File: src/rtl/pipeline_ctrl_pkg.sv
// ============================================================================
// Module      : pipeline_ctrl_pkg
// Description : Shared types for the pipeline stall/flush controller.
// Revision    : 1.0 - initial release
// ============================================================================
`default_nettype none

package pipeline_ctrl_pkg;

    typedef enum logic [1:0] {
        ST_RUN      = 2'd0,
        ST_MEM_WAIT = 2'd1,
        ST_MD_BUSY  = 2'd2
    } ctrl_state_t;

    // Encoded value is the priority rank: higher value wins.
    typedef enum logic [2:0] {
        HZ_NONE     = 3'd0,
        HZ_JUMP     = 3'd1,
        HZ_LOAD_USE = 3'd2,
        HZ_BRANCH   = 3'd3,
        HZ_MULDIV   = 3'd4,
        HZ_MEM      = 3'd5
    } hazard_t;

    function automatic hazard_t pick_hazard(
        input logic mem,
        input logic muldiv,
        input logic branch,
        input logic load_use,
        input logic jump
    );
        if (mem)           return HZ_MEM;
        else if (muldiv)   return HZ_MULDIV;
        else if (branch)   return HZ_BRANCH;
        else if (load_use) return HZ_LOAD_USE;
        else if (jump)     return HZ_JUMP;
        return HZ_NONE;
    endfunction

endpackage

`default_nettype wire

File: src/rtl/muldiv_cycle_counter.sv
// ============================================================================
// Module      : muldiv_cycle_counter
// Description : Loadable down-counter with zero flag for mul/div occupancy.
// Revision    : 1.0 - initial release
// ============================================================================
`default_nettype none

module muldiv_cycle_counter #(
    parameter int WIDTH = 5
) (
    input  logic             clk,
    input  logic             reset,
    input  logic             load,
    input  logic [WIDTH-1:0] load_value,
    input  logic             dec,
    output logic             zero
);

    logic [WIDTH-1:0] count;

    always_ff @(posedge clk or posedge reset) begin
        if (reset) begin
            count <= '0;
        end else if (load) begin
            count <= load_value;
        end else if (dec && (count != '0)) begin
            count <= count - 1'b1;
        end
    end

    assign zero = (count == '0);

endmodule

`default_nettype wire

File: src/rtl/pipeline_hazard_ctrl.sv
// ============================================================================
// Module      : pipeline_hazard_ctrl
// Description : Stall/flush controller for the 5-stage pipeline (memory
//               handshake, mul/div, branch, load-use, jump).
// Revision    : 1.0 - initial release
// ============================================================================
`default_nettype none

module pipeline_hazard_ctrl
    import pipeline_ctrl_pkg::*;
#(
    parameter int MULDIV_CYCLES = 32
) (
    input  logic       clk,
    input  logic       reset,
    input  logic [4:0] ID_rs,
    input  logic [4:0] ID_rt,
    input  logic       ID_uses_rs,
    input  logic       ID_uses_rt,
    input  logic       ID_Jump,
    input  logic       ID_EX_MemRead,
    input  logic [4:0] ID_EX_WriteReg,
    input  logic       ID_EX_MulDiv,
    input  logic       EX_BranchTaken,
    input  logic       EX_MEM_MemAccess,
    input  logic       DMem_Ack,
    output logic       DMem_Req,
    output logic       MD_Start,
    output logic       PC_Stall,
    output logic       IF_ID_Stall,
    output logic       IF_ID_Flush,
    output logic       ID_EX_Stall,
    output logic       ID_EX_Flush,
    output logic       EX_MEM_Stall,
    output logic       EX_MEM_Flush,
    output logic       MEM_WB_Stall,
    output logic       MEM_WB_Flush,
    output logic       Busy
);

    localparam int               CNT_W   = $clog2(MULDIV_CYCLES);
    localparam logic [CNT_W-1:0] MD_LOAD = CNT_W'(MULDIV_CYCLES - 2);

    ctrl_state_t state;
    ctrl_state_t next_state;
    logic        mem_done;
    logic        md_zero;
    logic        load_use;
    hazard_t     hazard;

    assign load_use = ID_EX_MemRead && (ID_EX_WriteReg != 5'd0) &&
                      ((ID_uses_rs && (ID_rs == ID_EX_WriteReg)) ||
                       (ID_uses_rt && (ID_rt == ID_EX_WriteReg)));

    // mem_done masks only the access whose Ack was just seen.
    assign hazard = pick_hazard(EX_MEM_MemAccess && !mem_done, ID_EX_MulDiv,
                                EX_BranchTaken, load_use, ID_Jump);

    muldiv_cycle_counter #(
        .WIDTH (CNT_W)
    ) u_md_cnt (
        .clk        (clk),
        .reset      (reset),
        .load       (MD_Start),
        .load_value (MD_LOAD),
        .dec        (state == ST_MD_BUSY),
        .zero       (md_zero)
    );

    always_ff @(posedge clk or posedge reset) begin
        if (reset) begin
            state    <= ST_RUN;
            mem_done <= 1'b0;
        end else begin
            state    <= next_state;
            mem_done <= (state == ST_MEM_WAIT) && DMem_Ack;
        end
    end

    always_comb begin
        next_state   = state;
        DMem_Req     = 1'b0;
        MD_Start     = 1'b0;
        PC_Stall     = 1'b0;
        IF_ID_Stall  = 1'b0;
        IF_ID_Flush  = 1'b0;
        ID_EX_Stall  = 1'b0;
        ID_EX_Flush  = 1'b0;
        EX_MEM_Stall = 1'b0;
        EX_MEM_Flush = 1'b0;
        MEM_WB_Stall = 1'b0;
        MEM_WB_Flush = 1'b0;
        Busy         = 1'b0;
        if (!reset) begin
            Busy = (state != ST_RUN);
            case (state)
                ST_RUN: begin
                    case (hazard)
                        HZ_MEM: begin
                            DMem_Req     = 1'b1;
                            PC_Stall     = 1'b1;
                            IF_ID_Stall  = 1'b1;
                            ID_EX_Stall  = 1'b1;
                            EX_MEM_Stall = 1'b1;
                            MEM_WB_Flush = 1'b1;
                            next_state   = ST_MEM_WAIT;
                        end
                        HZ_MULDIV: begin
                            MD_Start     = 1'b1;
                            PC_Stall     = 1'b1;
                            IF_ID_Stall  = 1'b1;
                            ID_EX_Stall  = 1'b1;
                            EX_MEM_Flush = 1'b1;
                            next_state   = ST_MD_BUSY;
                        end
                        HZ_BRANCH: begin
                            IF_ID_Flush = 1'b1;
                            ID_EX_Flush = 1'b1;
                        end
                        HZ_LOAD_USE: begin
                            PC_Stall    = 1'b1;
                            IF_ID_Stall = 1'b1;
                            ID_EX_Flush = 1'b1;
                        end
                        HZ_JUMP: begin
                            IF_ID_Flush = 1'b1;
                        end
                        default: ;
                    endcase
                end
                ST_MEM_WAIT: begin
                    if (DMem_Ack) begin
                        next_state = ST_RUN;
                    end else begin
                        PC_Stall     = 1'b1;
                        IF_ID_Stall  = 1'b1;
                        ID_EX_Stall  = 1'b1;
                        EX_MEM_Stall = 1'b1;
                        MEM_WB_Flush = 1'b1;
                    end
                end
                ST_MD_BUSY: begin
                    if (md_zero) begin
                        next_state = ST_RUN;
                    end else begin
                        PC_Stall     = 1'b1;
                        IF_ID_Stall  = 1'b1;
                        ID_EX_Stall  = 1'b1;
                        EX_MEM_Flush = 1'b1;
                    end
                end
                default: next_state = ST_RUN;
            endcase
        end
    end

endmodule

`default_nettype wire

File: config.mk
export PLATFORM = sky130hd
export DESIGN_NAME = pipeline_hazard_ctrl
export DESIGN_NICKNAME = d
export VERILOG_FILES = /design/src/rtl/pipeline_ctrl_pkg.sv /design/src/rtl/muldiv_cycle_counter.sv /design/src/rtl/pipeline_hazard_ctrl.sv
export SDC_FILE = /design/constraint.sdc
export NUM_CORES = 1
export LEC_CHECK = 0
export BUFFER_PORTS_ARGS = -buffer_cell sky130_fd_sc_hd__buf_2
export CAP_MARGIN = 20
export CELL_PAD_IN_SITES_DETAIL_PLACEMENT = 1
export CELL_PAD_IN_SITES_GLOBAL_PLACEMENT = 1
export CORE_MARGIN = 2
export CORE_UTILIZATION = 30
export CTS_CLUSTER_DIAMETER = 60
export DETAILED_ROUTE_END_ITERATION = 8
export PLACE_DENSITY = 0.87
export SETUP_SLACK_MARGIN = 0.15
export SYNTH_ARGS = -nofsm -noshare
export SYNTH_HDL_FRONTEND = slang
export SYNTH_SLANG_ARGS = --single-unit
File: constraint.sdc
create_clock -name clk -period 2.75 [get_ports clk]
set_clock_uncertainty 0.15 [all_clocks]
set_input_delay 0.275 -clock clk [delete_from_list [all_inputs] [get_ports clk]]
set_output_delay 0.275 -clock clk [all_outputs]
set_load 0.05 [all_outputs]
==> Flow_metrics.wiki <==
{| class="wikitable"
! Metric !! Value
|-
| Worst Min Path Start || DMem_Ack
|-
| Global route overflow || 0
|-
| CTS Buf Count || 3
|-
| Worst r2r src || u_md_cnt.count[0]$_DFFE_PP0P_
|-
| CP startpoint kind || flip-flop
|-
| RSZ-0062 raised after global routing || true
|-
| Classification of the worst setup path || flip-flop to output pin
|-
| Number of cell rows || 17
|-
| Endpoints failing setup || 0
|-
| Total of max-cap violations || 0
|-
| Nets || ~160
|-
| Cell chosen for the clock root || sky130_fd_sc_hd__clkbuf_4
|-
| Detail Placement HPWL || 1640 um
|-
| Number of antenna cells inserted || 0
|-
| Mapped Area || 698 um^2
|-
| Terminating pin of the worst hold path || mem_done$_DFF_PP0_
|-
| Count of port buffers added during placement || 35
|-
| Ratio of routed vias to standard cells || 5.03
|-
| Most area-consuming cells after synthesis || sky130_fd_sc_hd__dfrtp_1 29%, sky130_fd_sc_hd__xor2_1 14%, sky130_fd_sc_hd__o21ai_0 4.3%
|-
| Static leakage power || between 0.5 and 0.6 nW
|-
| Pins Over Slew Limit || 0
|-
| Number of endpoints with negative hold slack in the final report || 0
|-
| Run status || finished clean
|-
| Synthesis Warnings || 0
|-
| Depth of the worst hold-timing path || 2
|-
| Starting Density || 0.316
|-
| Fraction of the mapped netlist area in simple logic gates || 0.260
|-
| Unique cell type count in the Yosys netlist || 33
|-
| Worst R2R End || state[1]$_DFFE_PP0P_
|-
| Main combinational cell family by area after synthesis || simple AND/OR/NAND/NOR gates
|-
| Number of DRC markers after the initial detailed-route iteration || 7
|-
| Initial antenna violation count || 0
|-
| Weighted congestion at the end of routability-driven global placement || 0.721
|-
| Compound-cell area share of the yosys netlist || 0.149
|-
| Share of the synthesized area in the top cell type || 0.287
|-
| Path category of the worst min-delay check || primary input to flip-flop
|-
| Die boundary width || ~52 um
|-
| Setup Total Neg Slack || 0 ns
|-
| Clock-pin slew on the worst setup and hold paths || approximately 0.06 ns
|-
| Detailed Route WL || between 2000 and 2500 um
|-
| Fraction of registers with async set/reset || 1.00
|-
| Share of the yosys chip area belonging to registers || 0.287
|-
| Placed instance area || approximately 900 um^2
|-
| Multiplexer area fraction after synthesis || 0.0161
|-
| Power Dens Cells || 790 nW/um^2
|-
| Post-synth net total || roughly 110
|-
| Layout cells sized above 1 || 0.468
|-
| Antenna Nets Post-Route || 0
|-
| Primary FF master, synth || sky130_fd_sc_hd__dfrtp_1
|-
| Maximum net fanout on the critical path || 2
|-
| Die height || 52.2 um
|-
| Post-synthesis register bit count || 8
|-
| Worst supply voltage drop on vdd || 0.449 mV
|-
| Parity-gate share of the synthesized area counting xor and xnor cells || 0.176
|-
| List of most frequent post-synthesis cells || 11 x sky130_fd_sc_hd__xor2_1, 8 x sky130_fd_sc_hd__dfrtp_1, 8 x sky130_fd_sc_hd__nand2_1
|-
| Final standard cell area without fillers || 1030 um^2
|-
| Maximum clock frequency || 386 MHz
|-
| Data required time at the worst endpoint || between 2 and 2.5 ns
|-
| Endpoint type of the worst setup path || output pin
|-
| Average instance area after synthesis || 8.51 um^2
|-
| Post-Route M1 WL || 846 um
|-
| Via count of the first global-routing pass || 753
|-
| Hold slack || 0.158 ns
|-
| Met3 WL post-DR || around 210 um
|-
| Worst reg2reg path depth || 8
|-
| Leading area contributor after synthesis || sky130_fd_sc_hd__dfrtp_1
|-
| Boundary Pins || 37
|-
| Via count || 774
|-
| Total number of clock tree sinks || 8
|-
| Total track usage || 0.161
|-
| DRC violations left || 0
|-
| Largest net degree at the start of global routing || 11
|-
| Routed wl met2 || ~1100 um
|-
| Number of flops mapped to enable cells by yosys || 0
|-
| Number of buffers between clock root and the deepest sink || 2
|-
| H-tree depth || 1
|-
| Reg-to-reg setup timing slack || between 0.7 and 0.8 ns
|-
| Fin crit share || 0.942
|-
| Top metal layer carrying routed signals || met4
|-
| Die ar. || approximately 2700 um^2
|-
| Later-pin clock latency in the skew report || ~0.27 ns
|-
| Shortest period the worst path allows || 2.59 ns
|-
| Number of optimization iterations in the first detailed-route pass || 4
|-
| Global-route wire length before repair || 3220 um
|-
| Synthesis-to-layout area growth || 47.0%
|-
| Core region area || 2210 um^2
|-
| TritonCTS clock tree || yes
|-
| Detail-routed net length per standard cell || 14.5 um
|-
| Start point of the critical path || u_md_cnt.count[0]$_DFFE_PP0P_
|-
| CP Data Arrival Time || 2.17 ns
|-
| Post-synthesis cell count || 82
|-
| Most common cell in the netlist || sky130_fd_sc_hd__xor2_1
|-
| Fraction of the mapped netlist area in adder cells || 0.0358
|}
[flip-flops by register name, summed over array words and instances, names as in the netlist]
name            flops
mem_done            1
state               2
u_md_cnt.count      5
[layout by cell type, fill, tap and decap left out, drive strengths merged]
| cell | n |
|---|---|
| nor2 | 6 |
| ha | 2 |
| o311a | 1 |
| buf | 44 |
| inv | 6 |
| or4 | 1 |
| nand3 | 3 |
| nand4 | 1 |
| and3 | 1 |
| conb | 1 |
| clkbuf | 3 |
| o21a | 1 |
| mux2 | 1 |
| o31ai | 1 |
| dlygate4sd3 | 1 |
| a32oi | 1 |
| and2 | 2 |
| o211ai | 1 |
| o21ai | 6 |
| nand2 | 8 |
| xnor2 | 3 |
| o31a | 1 |
| nand2b | 1 |
| and2b | 1 |
| o21bai | 1 |
| a21oi | 1 |
| xor2 | 11 |
| and3b | 1 |
| nand4bb | 1 |
| nor4 | 2 |
| or4b | 1 |
| nor3 | 3 |
| dfrtp | 8 |
[worst max-delay path by stage]
stage / to / slack (ns) / cells after the start
4_1_cts: PC_Stall / 0.15 / 7
3_5_place_dp: IF_ID_Stall / 0.28 / 7
5_1_grt: PC_Stall / 0.11 / 7
2_1_floorplan: PC_Stall / 0.13 / 7
6_report: PC_Stall / 0.16 / 7
3_3_place_gp: IF_ID_Stall / 0.34 / 7
[cell families after synthesis]
group | after synthesis
compound gates | 14
xor+xnor | 14
fa+ha+maj | 2
buf+inv | 10
flops | 8
mux | 1
other cells | 1
simple gates | 32
[per-layer routing]
layer,track usage,vias to the layer above
li1,-,371
met1,0.171,355
met2,0.310,42
met3,0.0286,6
met4,0.0641,0
met5,0,-
[critical path: stages, from the launching register on]
cell and delay, ns:
sky130_fd_sc_hd__dfrtp_1 0.39, sky130_fd_sc_hd__inv_2 0.09, sky130_fd_sc_hd__ha_4 0.12, sky130_fd_sc_hd__or4b_4 0.46
sky130_fd_sc_hd__and2_4 0.18, sky130_fd_sc_hd__o311a_4 0.30, sky130_fd_sc_hd__o21bai_4 0.19, sky130_fd_sc_hd__buf_6 0.17
[what timing repair did]
action                     4_1_cts  5_1_grt
resized for setup                7        2
buffers inserted                 4        5
hold endpoints to repair         8        0
pin swaps                        1        3
setup endpoints to repair        2        2
hold buffers                     1        0
[power by group]
group          switching, mW  internal, mW  leakage [nW]
clock                 0.0472        0.0504        0.0138
combinational          0.291         0.220         0.397
sequential            0.0447         0.157        0.0905
[per-stage QoR]
| stage | worst slack, ns | util | power, mW | cells |
|---|---|---|---|---|
| final | 0.159 | 0.464 | 0.811 | 154 |
| after global routing | 0.108 | 0.464 | 0.869 | 154 |
| after CTS | 0.152 | 0.441 | 0.743 | 149 |
| after detailed placement | 0.277 | 0.406 | 0.592 | 141 |
| after global placement | 0.339 | 0.406 | 0.575 | 141 |
| after floorplan | 0.128 | - | 0.507 | 82 |
[area by class of cell]
class	instances	area (um^2)
Timing Repair Buffer	45	269
Sequential cell	8	200
Clock buffer	3	22.5
Tap cell	28	35.0
Fill cell	289	1190
Inverter	6	22.5
Multi-Input combinational cell	64	477
No activity file was read; power rests on OpenSTA's default activity.
